===== src/rtl/alu_issue_ctrl_if.sv =====
// Issue-stage bundle: instruction handshake, register load/debug ports and the alu-facing signals.
interface alu_issue_ctrl_if #(
   parameter int unsigned BUS_WIDTH  = 32,
   parameter int unsigned REG_ADDR_W = 3
);
   logic                  in_valid;
   logic                  in_ready;
   logic [3:0]            in_opcode;
   logic [REG_ADDR_W-1:0] in_rd;
   logic [REG_ADDR_W-1:0] in_rs0;
   logic [REG_ADDR_W-1:0] in_rs1;
   logic                  ld_valid;
   logic [REG_ADDR_W-1:0] ld_addr;
   logic [BUS_WIDTH-1:0]  ld_data;
   logic [REG_ADDR_W-1:0] rd_addr;
   logic [BUS_WIDTH-1:0]  rd_data;
   logic [3:0]            alu_opcode;
   logic [BUS_WIDTH-1:0]  alu_num_0;
   logic [BUS_WIDTH-1:0]  alu_num_1;
   logic [BUS_WIDTH-1:0]  alu_num_out;
   logic                  alu_over;
   logic                  alu_zero;
   logic                  alu_greater;
   logic                  alu_equal;
   logic [3:0]            flags_q;
   logic                  done;

   modport slave (
      input  in_valid, in_opcode, in_rd, in_rs0, in_rs1,
      input  ld_valid, ld_addr, ld_data, rd_addr,
      input  alu_num_out, alu_over, alu_zero, alu_greater, alu_equal,
      output in_ready, rd_data, alu_opcode, alu_num_0, alu_num_1, flags_q, done
   );

   modport master (
      output in_valid, in_opcode, in_rd, in_rs0, in_rs1,
      output ld_valid, ld_addr, ld_data, rd_addr,
      output alu_num_out, alu_over, alu_zero, alu_greater, alu_equal,
      input  in_ready, rd_data, alu_opcode, alu_num_0, alu_num_1, flags_q, done
   );
endinterface


===== src/rtl/alu_issue_ctrl.sv =====
// Issue/writeback stage around an external combinational alu: one instruction in flight,
// IDLE -> EXEC -> WB, with an 8-entry register file (r0 reads zero) and a status register.
module alu_issue_ctrl #(
   parameter int unsigned BUS_WIDTH  = 32,
   parameter int unsigned REG_ADDR_W = 3
) (
   input logic             clk,
   input logic             rst,
   alu_issue_ctrl_if.slave io_bus
);
   localparam int unsigned NumRegs = 2 ** REG_ADDR_W;

   typedef enum logic [1:0] {StIdle, StExec, StWb} state_e;

   state_e                r_state;
   state_e                w_state_next;
   logic [3:0]            r_opcode;
   logic [REG_ADDR_W-1:0] r_rd;
   logic [BUS_WIDTH-1:0]  r_op0;
   logic [BUS_WIDTH-1:0]  r_op1;
   logic [BUS_WIDTH-1:0]  r_result;
   logic [3:0]            r_flag_tmp;
   logic [3:0]            r_flags;
   logic                  r_done;
   logic [BUS_WIDTH-1:0]  r_regs [NumRegs];

   logic                  w_accept;
   logic                  w_op_valid;
   logic                  w_wb_we;
   logic                  w_ld_we;
   logic [BUS_WIDTH-1:0]  w_rs0_data;
   logic [BUS_WIDTH-1:0]  w_rs1_data;

   assign w_rs0_data     = (io_bus.in_rs0 == '0) ? '0 : r_regs[io_bus.in_rs0];
   assign w_rs1_data     = (io_bus.in_rs1 == '0) ? '0 : r_regs[io_bus.in_rs1];
   assign io_bus.rd_data = (io_bus.rd_addr == '0) ? '0 : r_regs[io_bus.rd_addr];
   assign io_bus.flags_q = r_flags;
   assign io_bus.done    = r_done;

   assign w_accept = (r_state == StIdle) && io_bus.in_valid;

   // NUL and undefined opcodes retire without touching registers or flags.
   always_comb begin
      w_op_valid = 1'b0;
      case (r_opcode)
         4'b0001, 4'b0010, 4'b0100, 4'b1000, 4'b0011: w_op_valid = 1'b1;
         default:                                     w_op_valid = 1'b0;
      endcase
   end

   assign w_wb_we = (r_state == StWb) && w_op_valid && (r_rd != '0);
   // Writeback wins over a same-address load on the same edge.
   assign w_ld_we = io_bus.ld_valid && (io_bus.ld_addr != '0) &&
                    !(w_wb_we && (io_bus.ld_addr == r_rd));

   always_comb begin
      w_state_next      = r_state;
      io_bus.in_ready   = 1'b0;
      io_bus.alu_opcode = '0;
      io_bus.alu_num_0  = '0;
      io_bus.alu_num_1  = '0;
      unique case (r_state)
         StIdle: begin
            io_bus.in_ready = 1'b1;
            if (io_bus.in_valid) w_state_next = StExec;
         end
         StExec: begin
            io_bus.alu_opcode = r_opcode;
            io_bus.alu_num_0  = r_op0;
            io_bus.alu_num_1  = r_op1;
            w_state_next      = StWb;
         end
         StWb: begin
            io_bus.alu_opcode = r_opcode;
            io_bus.alu_num_0  = r_op0;
            io_bus.alu_num_1  = r_op1;
            w_state_next      = StIdle;
         end
         default: w_state_next = StIdle;
      endcase
   end

   always_ff @(posedge clk or posedge rst) begin
      if (rst) begin
         r_state    <= StIdle;
         r_opcode   <= '0;
         r_rd       <= '0;
         r_op0      <= '0;
         r_op1      <= '0;
         r_result   <= '0;
         r_flag_tmp <= '0;
         r_flags    <= '0;
         r_done     <= 1'b0;
      end else begin
         r_state <= w_state_next;
         r_done  <= (r_state == StWb);
         if (w_accept) begin
            r_opcode <= io_bus.in_opcode;
            r_rd     <= io_bus.in_rd;
            r_op0    <= w_rs0_data;
            r_op1    <= w_rs1_data;
         end
         if (r_state == StExec) begin
            r_result   <= io_bus.alu_num_out;
            r_flag_tmp <= {io_bus.alu_over, io_bus.alu_zero, io_bus.alu_greater,
                           io_bus.alu_equal};
         end
         if ((r_state == StWb) && w_op_valid) r_flags <= r_flag_tmp;
      end
   end

   always_ff @(posedge clk or posedge rst) begin
      if (rst) begin
         for (int i = 0; i < NumRegs; i++) r_regs[i] <= '0;
      end else begin
         if (w_ld_we) r_regs[io_bus.ld_addr] <= io_bus.ld_data;
         if (w_wb_we) r_regs[r_rd] <= r_result;
      end
   end
endmodule


===== src/flat_wrapper.sv =====
// flat-port wrapper written by rule: the top's interface ports become plain ports
module alu_issue_ctrl_flat 
#(
   parameter int unsigned BUS_WIDTH  = 32,
   parameter int unsigned REG_ADDR_W = 3
)
  (clk, rst, io_bus_in_valid, io_bus_in_opcode, io_bus_in_rd, io_bus_in_rs0, io_bus_in_rs1, io_bus_ld_valid, io_bus_ld_addr, io_bus_ld_data, io_bus_rd_addr, io_bus_alu_num_out, io_bus_alu_over, io_bus_alu_zero, io_bus_alu_greater, io_bus_alu_equal, io_bus_in_ready, io_bus_rd_data, io_bus_alu_opcode, io_bus_alu_num_0, io_bus_alu_num_1, io_bus_flags_q, io_bus_done);
  alu_issue_ctrl_if #(.BUS_WIDTH(BUS_WIDTH), .REG_ADDR_W(REG_ADDR_W)) io_bus_i ();
  input logic clk;
  input logic rst;
  input wire logic [$bits(io_bus_i.in_valid)-1:0] io_bus_in_valid;
  input wire logic [$bits(io_bus_i.in_opcode)-1:0] io_bus_in_opcode;
  input wire logic [$bits(io_bus_i.in_rd)-1:0] io_bus_in_rd;
  input wire logic [$bits(io_bus_i.in_rs0)-1:0] io_bus_in_rs0;
  input wire logic [$bits(io_bus_i.in_rs1)-1:0] io_bus_in_rs1;
  input wire logic [$bits(io_bus_i.ld_valid)-1:0] io_bus_ld_valid;
  input wire logic [$bits(io_bus_i.ld_addr)-1:0] io_bus_ld_addr;
  input wire logic [$bits(io_bus_i.ld_data)-1:0] io_bus_ld_data;
  input wire logic [$bits(io_bus_i.rd_addr)-1:0] io_bus_rd_addr;
  input wire logic [$bits(io_bus_i.alu_num_out)-1:0] io_bus_alu_num_out;
  input wire logic [$bits(io_bus_i.alu_over)-1:0] io_bus_alu_over;
  input wire logic [$bits(io_bus_i.alu_zero)-1:0] io_bus_alu_zero;
  input wire logic [$bits(io_bus_i.alu_greater)-1:0] io_bus_alu_greater;
  input wire logic [$bits(io_bus_i.alu_equal)-1:0] io_bus_alu_equal;
  output wire logic [$bits(io_bus_i.in_ready)-1:0] io_bus_in_ready;
  output wire logic [$bits(io_bus_i.rd_data)-1:0] io_bus_rd_data;
  output wire logic [$bits(io_bus_i.alu_opcode)-1:0] io_bus_alu_opcode;
  output wire logic [$bits(io_bus_i.alu_num_0)-1:0] io_bus_alu_num_0;
  output wire logic [$bits(io_bus_i.alu_num_1)-1:0] io_bus_alu_num_1;
  output wire logic [$bits(io_bus_i.flags_q)-1:0] io_bus_flags_q;
  output wire logic [$bits(io_bus_i.done)-1:0] io_bus_done;
  assign io_bus_i.in_valid = io_bus_in_valid;
  assign io_bus_i.in_opcode = io_bus_in_opcode;
  assign io_bus_i.in_rd = io_bus_in_rd;
  assign io_bus_i.in_rs0 = io_bus_in_rs0;
  assign io_bus_i.in_rs1 = io_bus_in_rs1;
  assign io_bus_i.ld_valid = io_bus_ld_valid;
  assign io_bus_i.ld_addr = io_bus_ld_addr;
  assign io_bus_i.ld_data = io_bus_ld_data;
  assign io_bus_i.rd_addr = io_bus_rd_addr;
  assign io_bus_i.alu_num_out = io_bus_alu_num_out;
  assign io_bus_i.alu_over = io_bus_alu_over;
  assign io_bus_i.alu_zero = io_bus_alu_zero;
  assign io_bus_i.alu_greater = io_bus_alu_greater;
  assign io_bus_i.alu_equal = io_bus_alu_equal;
  assign io_bus_in_ready = io_bus_i.in_ready;
  assign io_bus_rd_data = io_bus_i.rd_data;
  assign io_bus_alu_opcode = io_bus_i.alu_opcode;
  assign io_bus_alu_num_0 = io_bus_i.alu_num_0;
  assign io_bus_alu_num_1 = io_bus_i.alu_num_1;
  assign io_bus_flags_q = io_bus_i.flags_q;
  assign io_bus_done = io_bus_i.done;
  alu_issue_ctrl #(.BUS_WIDTH(BUS_WIDTH), .REG_ADDR_W(REG_ADDR_W)) u_core (.clk(clk), .rst(rst), .io_bus(io_bus_i));
endmodule

===== config.mk =====
export PLATFORM = sky130hd
export DESIGN_NAME = alu_issue_ctrl_flat
export DESIGN_NICKNAME = d
export VERILOG_FILES = /design/src/rtl/alu_issue_ctrl_if.sv /design/src/rtl/alu_issue_ctrl.sv /design/src/flat_wrapper.sv
export SDC_FILE = /design/constraint.sdc
export NUM_CORES = 1
export LEC_CHECK = 0
export CORE_UTILIZATION = 58
export CTS_CLUSTER_DIAMETER = 60
export DETAILED_ROUTE_END_ITERATION = 7
export PLACE_DENSITY = 0.81
export SLEW_MARGIN = 20
export SYNTH_ARGS = -nofsm -noshare
export SYNTH_HDL_FRONTEND = slang
export SYNTH_SLANG_ARGS = --single-unit

===== constraint.sdc =====
create_clock -name clk -period 15.6 [get_ports clk]
set_input_delay 4.68 -clock clk [delete_from_list [all_inputs] [get_ports clk]]
set_output_delay 4.68 -clock clk [all_outputs]
set_load 0.05 [all_outputs]

==> qor.txt, run 1 <==
Syn Area/Cell - 9.01 sq um
worst-path maximum fanout - 65
Setup Fix Bufs, Post-CTS - 0
final setup vio count - 0
Area contributors post-synth - dfrtp_1 42%, mux4_2 11%, nand2_1 9.8%, mux2_2 7.7%, a31oi_1 6.9%
core area - 34,500 sq um
first-pass GRT wire length - 102,000 microns
Max Cap Violations - 0
Setup crit start - io_bus_rd_addr[1]
dpl ws - 2.89 ns
yosys warns - 0
Fin Setup TNS - 0 ns
Compound-Gate Fraction of Synth Area - 15.7%
slew margin rel. - 21.3%
Pwr Density - 203 nW/um^2
Yosys top cell area share - 41.7%
H-Tree Depth - 2
Critical Path Sink Type - output port
failing checks - design-rule violations
Ports - 197
Die W - 189 microns
Reg clk slew, reported paths - 0.06 ns
post-synthesis mux area share - 18.4%
ys async rst share - 100%
Setup Skew - 0.0116 ns
clk root buf - clkbuf_16
Initial Utilization - 58.8%
antenna violations before repair - 3
residual DRC count - 2
fraction of layout cells with a size suffix above 1 - 15.5%
vias per cell - 6.80
die area - 35,700 sq um
Num CTS Buffers - 38
maximum VDD drop - 0.000138 V
Fillers - 2,614
synth unique cells - 45
Cells after DPL - 2,706
post-route setup slack - 2.96 ns
routed length per instance - 23.6 microns
largest family of logic cells by synthesized area - multiplexers
TritonRoute pass-1 iters - 8
grt ovf - 0
r2r startpoint - u_core.r_state[0]
max-slew violations - 0
clock sinks - 338
flop and latch count out of synthesis - 338
Clock Tree Buf Depth - 3
prevailing post-synth register cell - dfrtp_1
row cnt - 68
Worst Tran Pin Value - 1.18 ns
GP Congestion - 0.858
vias in the first global route - 18,400
DR vias - 18,900
TritonCTS clock tree - yes
Fmax - 79.1 MHz
Crit Path Category - in2out
adder-cell share of the synthesized area - 0.247%
largest net degree at the start of global routing - 164
Final Hold Viols - 0
Period minus WS final - 12.64 ns
hold wc startpoint - u_core.r_flag_tmp[1]
Detailed Place HPWL - 36,900 microns
Post-synth top cells - 528 x nand2_1, 338 x dfrtp_1, 292 x nor2_1
RSZ-0062 raised after global routing - no
multi-input logic area - 10,800 sq um
Synth Net Count - 2,345
Post-synth EDFFs - 0
Resized Gates After CTS - 0
fin crit share - 81.0%
most common cell in the synthesized netlist - nand2_1
Setup crit start kind - input port
area delta synth->final - 15.6%
worst-skew pair later-pin latency - 0.54 ns
worst endpoint required time - 10.92 ns
Layout Cells excl Fill - 2,779
Post-Syn Area - 20,300 sq um
NumNets Final - 2,390
1st-iter DRT viols - 3,388
Worst Hold Class - reg2reg
port bufs - 196
Seq/Total Area, Yosys - 41.7%
status - finished, violations left
Routed Antenna Nets - 0
final wirelength - 65,700 microns
Worst Path Arrival - 7.96 ns
Total GRT Usage - 36.8%
Pleak - 9.87 nW
xor and xnor area share after synthesis - 0.173%
cells after synthesis - 2,250
setup slack on the worst flop-to-flop path - 12.28 ns
Simple-Gate Fraction of Synth Area - 18.1%
Storage cell area - 8460 sq um
hold_buf cts - 0
Yosys top cell by area - dfrtp_1
Die Span Y - 189 microns
==> path summary, 6_finish.rpt <==
path	end	cells past startpoint
worst max register to register	u_core.r_regs[145]	7
worst max-delay path	io_bus_rd_data[31]	6
worst min-delay path	u_core.io_bus.flags_q[1]	2
max in group asynchronous	u_core.r_regs[153]	3
min in group asynchronous	u_core.r_result[8]	2
worst min register to register	u_core.io_bus.flags_q[1]	2
==> layout make-up <==
type	instances	area share, %
well taps	455	2.43
diodes	1	0.0107
clock buffers	57	4.80
multi-input cells	1651	45.9
clock inverters	11	0.491
inverters	35	0.592
flip-flops and latches	338	36.1
repair buffers	231	9.70
==> power breakdown <==
group	internal, W	switching, W	leakage (nW)
sequential	0.00131	0.000516	4.10
combinational	0.000907	0.00112	5.16
clock	0.000533	0.000373	0.609
==> metal layers <==
| metal | vias to the layer above | global-route usage [%] | part of all wire (%) |
|---|---|---|---|
| met3 | 361 | 8.17 | 13 |
| met2 | 1571 | 56.9 | 45 |
| met5 | - | 0 | 0.033 |
| li1 | 7989 | - | - |
| met4 | 4 | 18.7 | 5.4 |
| met1 | 8971 | 49.2 | 36 |
==> cell families (layout without fill, tap and decap cells) <==
logic type | count (synthesis) | in the layout
other cells | 0 | 1
simple gates | 908 | 908
buf+inv | 261 | 334
flops | 338 | 338
fa+ha+maj | 4 | 4
compound gates | 500 | 500
xor+xnor | 4 | 4
mux | 235 | 235
==> critical path, stage by stage <==
cell,delay (ns)
buf_4,0.82
nor2b_4,0.80
buf_16,0.25
a22oi_1,0.10
o21ai_0,0.37
clkdlybuf4s50_1,0.89
==> sequential cells by signal, summed over array words and instances (netlist names) <==
register	count
u_core.io_bus.done	1
u_core.io_bus.flags_q	4
u_core.r_flag_tmp	4
u_core.r_op0	32
u_core.r_op1	32
u_core.r_opcode	4
u_core.r_rd	3
u_core.r_regs	224
u_core.r_result	32
u_core.r_state	2
==> cell usage in the layout (no fill, tap or decap), types with 41 or more instances in the layout <==
cell type	n
a21oi_1	97
a22oi_1	63
a31oi_1	224
and2_1	68
clkbuf_16	41
clkdlybuf4s50_1	187
dfrtp_1	338
mux2_2	138
mux4_2	96
nand2_1	527
nor2_1	292
o21ai_0	66
==> per-stage QoR <==
| step | power [W] | instance area, sq um | hold WS (ns) | util, % |
|---|---|---|---|---|
| 6_report | 0.00476 | 23400 | 0.464 | 68.0 |
| 5_1_grt | 0.00499 | 23400 | 0.483 | 68.0 |
| 4_1_cts | 0.00472 | 23300 | 0.469 | 67.7 |
| 3_5_place_dp | 0.00380 | 22100 | 0.462 | 64.1 |
| 3_3_place_gp | 0.00370 | 22100 | 0.443 | 64.1 |
| 2_1_floorplan | 0.00319 | 20300 | 0.434 | - |
(Power assumes the default switching activity.)
==> run 2, diff against run 1 <==
==> constraint.sdc (replaced) <==
create_clock -name clk -period 11.95 [get_ports clk]
set_input_delay 3.585 -clock clk [delete_from_list [all_inputs] [get_ports clk]]
set_output_delay 3.585 -clock clk [all_outputs]
set_load 0.05 [all_outputs]
==> qor.txt, run 2 (synthesis gave the netlist of run 1 again) <==
Cells after DPL - 2,710 (+0.15%)
reg2reg path depth - 6 (-1)
Resized Gates After CTS - 0 (unchanged)
Reg clk slew, reported paths - 0.05 ns (about the same)
final wirelength - 65,000 microns (-1.0%)
worst-skew pair later-pin latency - 0.53 ns (about the same)
Final Hold Viols - 0 (unchanged)
maximum VDD drop - 0.000179 V (+30%)
Fillers - 2,638 (+0.92%)
Clock Tree Buf Depth - 3 (unchanged)
Worst Hold Class - reg2reg
TritonCTS clock tree - yes
die area - 35,700 sq um (unchanged)
Initial Utilization - 58.8% (unchanged)
Max Cap Violations - 0 (unchanged)
cell breakdown of the critical path - buf_4, buf_4, mux4_2, inv_1, a21oi_1, clkdlybuf4s50_1
Layout Cells excl Fill - 2,781 (+0.072%)
core area - 34,500 sq um (unchanged)
Worst Tran Pin Value - 1.27 ns (+0.0887 ns)
fraction of layout cells with a size suffix above 1 - 15.9% (+0.37 points)
Total GRT Usage - 36.6% (-0.29 points)
clock sinks - 338 (unchanged)
area delta synth->final - 15.8%
Largest Register - u_core.r_regs
Fmax - 102 MHz
vias per cell - 6.80 (about the same)
antenna violations before repair - 1 (-2)
hold_buf cts - 0 (unchanged)
1st-iter DRT viols - 2,659 (-22%)
Routed Antenna Nets - 0 (unchanged)
gr busiest metal - met2
Worst Path Arrival - 6.18 ns (-1.78 ns)
Ports - 197 (unchanged)
residual DRC count - 0 (-2)
DR vias - 18,900 (+0.069%)
row cnt - 68 (unchanged)
GP Congestion - 0.864 (+0.77%)
met3 usage - 7.75% (-0.43 points)
multi-input logic area - 10,800 sq um (about the same)
grt ovf - 0 (unchanged)
Fin Setup TNS - 0 ns (unchanged)
status - completed
NumNets Final - 2,392 (+0.084%)
vias in the first global route - 18,800 (+1.8%)
grt met2 use - 56.0% (-0.85 points)
hold_ws - 0.467 ns (+0.00227 ns)
slew margin rel. - 15.4% (-5.8 points)
Setup Fix Bufs, Post-CTS - 0 (unchanged)
most frequent cells in the layout - 527 x nand2_1, 338 x dfrtp_1, 292 x nor2_1
final setup vio count - 0 (unchanged)
M1 GR Usage - 48.4% (-0.78 points)
Pleak - 9.90 nW (+0.38%)
Num CTS Buffers - 38 (unchanged)
Die Span Y - 189 microns (unchanged)
Setup Skew - 0.00941 ns (-0.00219 ns)
port bufs - 196 (unchanged)
CP most frequent cell - buf_4
Tot Pwr - 0.00623 W (+31%)
Storage cell area - 8460 sq um (unchanged)
H-Tree Depth - 2 (unchanged)
max reg flops - 224 (unchanged)
worst endpoint required time - 8.37 ns (-2.55 ns)
TritonRoute pass-1 iters - 6 (-2)
first-pass GRT wire length - 102,000 microns (-0.37%)
Crit Path Category - in2out
Period minus WS final - 9.77 ns
routed length per instance - 23.4 microns (-1.1%)
dpl ws - 2.22 ns (-0.668 ns)
RSZ-0062 raised after global routing - no
commonest non-fill, non-tap cell in the layout - nand2_1
Pwr Density - 265 nW/um^2 (+31%)
max-slew violations - 0 (unchanged)
clk root buf - clkbuf_16
CP max stage cell - clkdlybuf4s50_1
largest net degree at the start of global routing - 178 (+8.5%)
max incr delay on CP - 0.89 ns (about the same)
worst-path maximum fanout - 64 (-1.5%)
fin crit share - 81.7%
Critical Path Sink Type - output port
Detailed Place HPWL - 36,300 microns (-1.5%)
post-route setup slack - 2.18 ns (-0.783 ns)
Die W - 189 microns (unchanged)
hold path depth - 2 (unchanged)
Setup crit start kind - input port
==> run 2: cell count changes in the layout (fill, tap and decap cells not counted) <==
cell and change:
clkbuf_1 -8, clkbuf_8 +8, clkinv_2 +3, buf_4 +2
a211o_1 +1, a211o_2 -1, buf_16 -1, buf_2 +1
bufinv_16 -1, clkinv_4 -1, inv_8 -1
==> run 2: final cells by class <==
type,count,area share [%]
tap,455,2.42
sequential,338,36.0
antenna,1,0.0107
multi-input combinational,1651,45.8
clock inverter,11,0.357
clock buffer,57,5.14
timing repair buffer,233,9.66
inverter,35,0.576
==> run 2: per-layer routing <==
metal	wire length (microns)	share of wire [%]
met5	0	0
met4	3320	5.1
met3	8100	12
met2	29500	45
met1	24100	37
==> run 2: critical path, delay by kind of cell <==
kind,cells,cell delay [ns]
AO/OA/AOI/OAI,1,0.37
buffers and inverters,4,1.81
multiplexers,1,0.38
==> run 2: path summary, 6_finish.rpt <==
check / to / slack, ns / from
min in group asynchronous: u_core.r_result[8] / 3.66 / rst
min reg2reg: u_core.io_bus.flags_q[0] / 0.47 / u_core.r_flag_tmp[0]
max: io_bus_rd_data[28] / 2.18 / io_bus_rd_addr[1]
max in group asynchronous: u_core.r_regs[141] / 6.81 / rst
min: u_core.io_bus.flags_q[0] / 0.47 / u_core.r_flag_tmp[0]
max reg2reg: u_core.r_regs[168] / 8.74 / u_core.r_rd[0]
==> run 2: per-stage QoR <==
step,utilization (%),instance area (sq um)
after floorplan,-,20300
after global placement,64.2,22100
after detailed placement,64.2,22100
after CTS,67.9,23400
after global routing,68.1,23500
final,68.1,23500
==> run 2: power by group <==
group          total [W]  switching [W]  leakage (nW)  internal (W)
Sequential       0.00238       0.000670          4.10       0.00171
Clock            0.00120       0.000481         0.650      0.000719
Combinational    0.00265        0.00146          5.16       0.00119
Total            0.00623        0.00262          9.90       0.00361
